$ cat src/rtl/load_writeback_unit.sv
// Registered writeback-select / load-extract stage: picks the register-file write data,
// aligns and sign/zero-extends loads, and fetches a second memory beat for crossing loads.
module load_writeback_unit #(
  parameter int XLEN        = 64,
  parameter bit MISALIGN_EN = 1'b1,
  localparam int BYTES      = XLEN / 8,
  localparam int OFFW       = $clog2(BYTES)
) (
  input  logic            clk,
  input  logic            rst_n,
  input  logic            in_valid,
  output logic            in_ready,
  input  logic [3:0]      sel,
  input  logic [OFFW-1:0] addr_off,
  input  logic [XLEN-1:0] mem_data,
  input  logic [XLEN-1:0] alu_out,
  input  logic [XLEN-1:0] pc,
  input  logic [XLEN-1:0] shift_out,
  output logic            hi_req,
  input  logic            hi_valid,
  input  logic [XLEN-1:0] hi_data,
  output logic            wb_valid,
  input  logic            wb_ready,
  output logic [XLEN-1:0] wb_data,
  output logic            wb_err
);

  typedef enum logic {IDLE, HI_WAIT} state_t;

  typedef struct packed {
    logic       legal;
    logic       is_load;
    logic       sgn;
    logic [3:0] size;
  } dec_t;

  function automatic dec_t decode(input logic [3:0] s);
    dec_t d;
    d.legal   = 1'b1;
    d.is_load = 1'b1;
    d.sgn     = 1'b0;
    d.size    = 4'd0;
    case (s)
      4'b0000, 4'b0010, 4'b0011, 4'b0100, 4'b1100: d.is_load = 1'b0;
      4'b0110: begin d.size = 4'd1; d.sgn = 1'b1; end
      4'b0111: begin d.size = 4'd2; d.sgn = 1'b1; end
      4'b1000: begin d.size = 4'd4; d.sgn = 1'b1; end
      4'b1001: d.size = 4'd1;
      4'b1010: d.size = 4'd2;
      4'b0101: begin d.size = 4'd8; d.sgn = 1'b1; d.legal = (XLEN == 64); end
      4'b1011: begin d.size = 4'd4; d.legal = (XLEN == 64); end
      default: d.legal = 1'b0;
    endcase
    // Illegal codes never count as loads, so they can never start a second beat.
    if (!d.legal) d.is_load = 1'b0;
    return d;
  endfunction

  function automatic logic [XLEN-1:0] extract(input logic [XLEN-1:0] lo,
                                              input logic [XLEN-1:0] hi,
                                              input logic [OFFW-1:0] off,
                                              input logic            sgn,
                                              input logic [3:0]      size);
    logic [XLEN-1:0] res;
    logic            fill;
    res  = XLEN'({hi, lo} >> (8 * off));
    fill = 1'b0;
    for (int i = 0; i < BYTES; i++) begin
      if (i == int'(size) - 1) fill = sgn & res[8*i+7];
    end
    for (int i = 0; i < BYTES; i++) begin
      if (i >= int'(size)) res[8*i +: 8] = {8{fill}};
    end
    return res;
  endfunction

  state_t          state_q, state_d;
  logic            wb_valid_q, wb_valid_d;
  logic [XLEN-1:0] wb_data_q, wb_data_d;
  logic            wb_err_q, wb_err_d;
  logic            hi_req_q, hi_req_d;
  logic [XLEN-1:0] lo_q, lo_d;
  logic [OFFW-1:0] off_q, off_d;
  logic            sgn_q, sgn_d;
  logic [3:0]      size_q, size_d;

  dec_t dec;
  logic crossing;
  logic accept;

  assign in_ready = (state_q == IDLE) && (!wb_valid_q || wb_ready);
  assign accept   = in_valid && in_ready;
  assign hi_req   = hi_req_q;
  assign wb_valid = wb_valid_q;
  assign wb_data  = wb_data_q;
  assign wb_err   = wb_err_q;

  always_comb begin
    dec      = decode(sel);
    crossing = dec.is_load && (int'(addr_off) + int'(dec.size) > BYTES);

    // NOTE: every variable gets a default before the case, so no path can infer a latch.
    state_d    = state_q;
    wb_valid_d = wb_valid_q;
    wb_data_d  = wb_data_q;
    wb_err_d   = wb_err_q;
    hi_req_d   = 1'b0;
    lo_d       = lo_q;
    off_d      = off_q;
    sgn_d      = sgn_q;
    size_d     = size_q;

    if (wb_valid_q && wb_ready) wb_valid_d = 1'b0;

    case (state_q)
      IDLE: begin
        if (accept) begin
          if (crossing && MISALIGN_EN) begin
            lo_d     = mem_data;
            off_d    = addr_off;
            sgn_d    = dec.sgn;
            size_d   = dec.size;
            hi_req_d = 1'b1;
            state_d  = HI_WAIT;
          end else begin
            wb_valid_d = 1'b1;
            wb_err_d   = 1'b0;
            if (!dec.legal || crossing) begin
              wb_err_d  = 1'b1;
              wb_data_d = '0;
            end else if (dec.is_load) begin
              wb_data_d = extract(mem_data, '0, addr_off, dec.sgn, dec.size);
            end else begin
              case (sel)
                4'b0000: wb_data_d = alu_out;
                4'b0010: wb_data_d = {{(XLEN-1){1'b0}}, 1'b1};
                4'b0100: wb_data_d = pc;
                4'b1100: wb_data_d = shift_out;
                default: wb_data_d = '0;
              endcase
            end
          end
        end
      end
      HI_WAIT: begin
        // wb_valid is always clear here: the slot was freed when the load was accepted.
        if (hi_valid) begin
          wb_valid_d = 1'b1;
          wb_err_d   = 1'b0;
          wb_data_d  = extract(lo_q, hi_data, off_q, sgn_q, size_q);
          state_d    = IDLE;
        end
      end
    endcase
  end

  // NOTE: state is updated with non-blocking assignments so every flop samples pre-edge values.
  always_ff @(posedge clk) begin
    if (!rst_n) begin
      state_q    <= IDLE;
      wb_valid_q <= 1'b0;
      wb_data_q  <= '0;
      wb_err_q   <= 1'b0;
      hi_req_q   <= 1'b0;
    end else begin
      state_q    <= state_d;
      wb_valid_q <= wb_valid_d;
      wb_data_q  <= wb_data_d;
      wb_err_q   <= wb_err_d;
      hi_req_q   <= hi_req_d;
    end
  end

  // NOTE: the latched low beat is only read in HI_WAIT, which reset leaves, so it needs no reset.
  always_ff @(posedge clk) begin
    lo_q   <= lo_d;
    off_q  <= off_d;
    sgn_q  <= sgn_d;
    size_q <= size_d;
  end

endmodule

$ cat config.mk
export PLATFORM = sky130hd
export DESIGN_NAME = load_writeback_unit
export DESIGN_NICKNAME = d
export VERILOG_FILES = /design/src/rtl/load_writeback_unit.sv
export SDC_FILE = /design/constraint.sdc
export NUM_CORES = 1
export LEC_CHECK = 0
export ABC_CLOCK_PERIOD_IN_PS = 8200
export CAP_MARGIN = 20
export CORE_ASPECT_RATIO = 1.75
export CORE_MARGIN = 2
export CORE_UTILIZATION = 48
export CTS_CLUSTER_DIAMETER = 200
export DETAILED_ROUTE_END_ITERATION = 12
export PLACE_DENSITY_LB_ADDON = 0.08
export REMOVE_ABC_BUFFERS = 1
export SLEW_MARGIN = 20
export SYNTH_ARGS = -nofsm -noshare
export SYNTH_HDL_FRONTEND = slang
export SYNTH_SLANG_ARGS = --single-unit
$ cat constraint.sdc
create_clock -name clk -period 8.2 [get_ports clk]
set_input_delay 0.82 -clock clk [delete_from_list [all_inputs] [get_ports clk]]
set_output_delay 0.82 -clock clk [all_outputs]
set_load 0.05 [all_outputs]
==> run summary <==
Clock Path Buffers -> 2
Reg area -> 3520 sq um
Netlist cell types -> 70
Worst clock skew -> 6.02 ps
Async set-reset flop share out of synthesis -> 0
CP peak stage delay -> 810 ps
Area leader, netlist -> edfxtp_1
Drc violations -> 0
Via count -> 13,864
Iter 0 DRT Violations -> 1,449
Slowest-stage cell, CP -> clkdlybuf4s50_1
Fin cells -> 1,988
Post-synthesis cell area -> 12,600 sq um
TritonCTS clock tree -> done
Multi-input gate area in the final layout -> 8520 sq um
Post-synth top cells -> mux2i_1, nand2_1, clkbuf_1, nor2_1, edfxtp_1
Peak supply drop -> 0.000140 V
Fmax -> 186 MHz
Initial antenna violation count -> 0
Vias in the first global route -> 14,182
Synthesis Warnings -> 0
WL/cell -> 28.4 microns
Global-route wire length before repair -> 82.8 mm
Crit path time final -> 5380 ps
Placed inst area -> 16,700 sq um
Placer Congestion -> 0.971
Largest net degree at the start of global routing -> 66
Post-CTS setup repair buffer count -> 0
MaxCap Viol Count -> 0
CORE AREA -> 25,900 sq um
Post-route ant nets -> 0
Synth Register Bits -> 140
RSZ-0062 raised after global routing -> no
Die height -> 219 microns
Crit end category -> flip-flop
Clock sink count -> 140
Post-cts hold buffer count -> 0
Clock slew seen by the registers of the worst setup and hold paths -> 60 ps
Slew Limit Fails -> 0
Worst-path cell chain -> clkdlybuf4s50_1, nand3b_1, o22ai_1, ha_1, inv_1, fa_1, xnor2_1, o2bb2ai_1, a211oi_2, nand2_1, nor2_4, buf_4
Final nets -> 1,990
Placed cell count -> 1,955
Tightest Pin Transition -> 1230 ps
Filler Cell Count -> 2,146
Worst skew pair latency -> 440 ps
Die width -> 127 microns
Post-synthesis cell count -> 1,354
H-tree Lvls -> 4
CP Max Fanout -> 56
TritonCTS buffer count -> 17
Gr usage total -> 0.396
Critical path required time -> 8270 ps
CTS resizes -> 0
Num rows -> 78
Area fraction of the dominant cell type after synthesis -> 0.171
Final Hold Viols -> 0
Outcome -> finished, final reports clean
Post-synthesis sequential area ratio -> 0.279
Largest cells by area after synthesis -> edfxtp_1, mux2i_1, dfxtp_1, mux4_2, mux2_2
Layout cells sized above 1 -> 0.135
Power Density -> 139 nW/um^2
Most common cell in the synthesized netlist -> mux2i_1
Final setup viols -> 0
Die footprint -> 27,700 sq um
Syn_area_per_cell -> 9.32 sq um
Top_reg_cell synth -> edfxtp_1
Count of input and output buffers -> 391
Fin crit share -> 0.656
Drt pass-1 iters -> 8
Min-Delay Path Class -> reg2reg
Finished Cell Area -> 17,200 sq um
Area growth from synthesis to layout -> 36.5%
Clock Tree Root -> clkbuf_16
Rel. slew slack -> 0.173
Crit path DAT -> 5450 ps
Avg Vias per Cell -> 6.97
Leakage -> 6.33 nW
Remaining global-route overflow -> 0
Hold_ws -> 527 ps
Sum of negative setup slack -> 0 ps
Post-synth EDFFs -> 72
Worst Setup Start Kind -> input port
I/O pin count -> 400
Routed wire length -> 56.4 mm
Initial Utilization -> 0.488
Hpwl dp -> 39.1 mm
Crit Path Class -> in2reg
==> critical path, delay by kind of cell <==
family	cells	cell delay, ps
buffers and inverters	3	1650
and+or+nand+nor	3	910
AOI/OAI and AO/OA	3	1130
xor gates and xnor gates	1	180
adders and majority gates	2	680
==> per-layer routing <==
metal	global-route usage	vias up	wire (microns)	share of wire
li1	-	5994	-	-
met1	0.437	6655	19000	0.34
met5	0	-	0	0
met2	0.670	940	27400	0.49
met3	0.0769	275	5330	0.094
met4	0.297	0	4620	0.082
==> flip-flops by register name (all words and copies together), names as in the netlist <==
name and flops:
wb_err 1, sgn_q 1, wb_valid 1, wb_data 64, state_q 1, off_q 3, hi_req 1, lo_q 64
size_q 4
==> metrics by stage <==
step / utilization / power (W) / setup slack (ps)
after global placement: 0.644 / 0.00161 / 2610
after CTS: 0.666 / 0.00237 / 2930
after detailed placement: 0.644 / 0.00162 / 2480
after global routing: 0.666 / 0.00245 / 2580
final: 0.666 / 0.00239 / 2820
after floorplan: - / 0.00122 / 1670
==> power by group <==
group | internal (W) | switching [W]
Clock | 0.000449 | 0.000309
Combinational | 0.000365 | 0.000461
Sequential | 0.000775 | 0.0000270
==> final timing paths <==
check / startpoint / to / slack [ps] / cells after the start
setup / recovery: sel[1] / lo_q[55] / 2820 / 12
hold / removal: wb_data[37] / wb_data[37] / 530 / 2
setup reg to reg: off_q[2] / wb_data[42] / 4540 / 7
hold reg to reg: wb_data[37] / wb_data[37] / 530 / 2
==> cell families (layout without fill, tap and decap cells) <==
kind of cell	Yosys count	count (layout)	synth area share
compound gates	441	441	0.254
xor+xnor	2	2	0.00139
fa+ha+maj	4	4	0.00456
buf+inv	161	474	0.0537
flops	140	140	0.279
mux	286	286	0.289
other cells	0	1	0
simple gates	320	320	0.118
==> area by class of cell <==
cell class                 count  area share
sequential                   140       0.205
clock buffer                  22      0.0264
timing repair buffer         429       0.243
clock inverter                10     0.00566
multi-input combinational   1053       0.495
tap                          320      0.0232
antenna                        1    0.000145
inverter                      13     0.00283
==> cell usage in the layout (no fill, tap or decap), types with 56 or more instances in the layout <==
master           netlist  final
nand2_1              103    103
mux2i_1              162    162
mux2_2                68     68
mux4_2                56     56
o21ai_0               58     57
clkdlybuf4s50_1        0    385
dfxtp_1               68     68
a21oi_1               69     67
nor2_1                81     77
edfxtp_1              72     72
No activity file was read; power rests on OpenSTA's default activity.
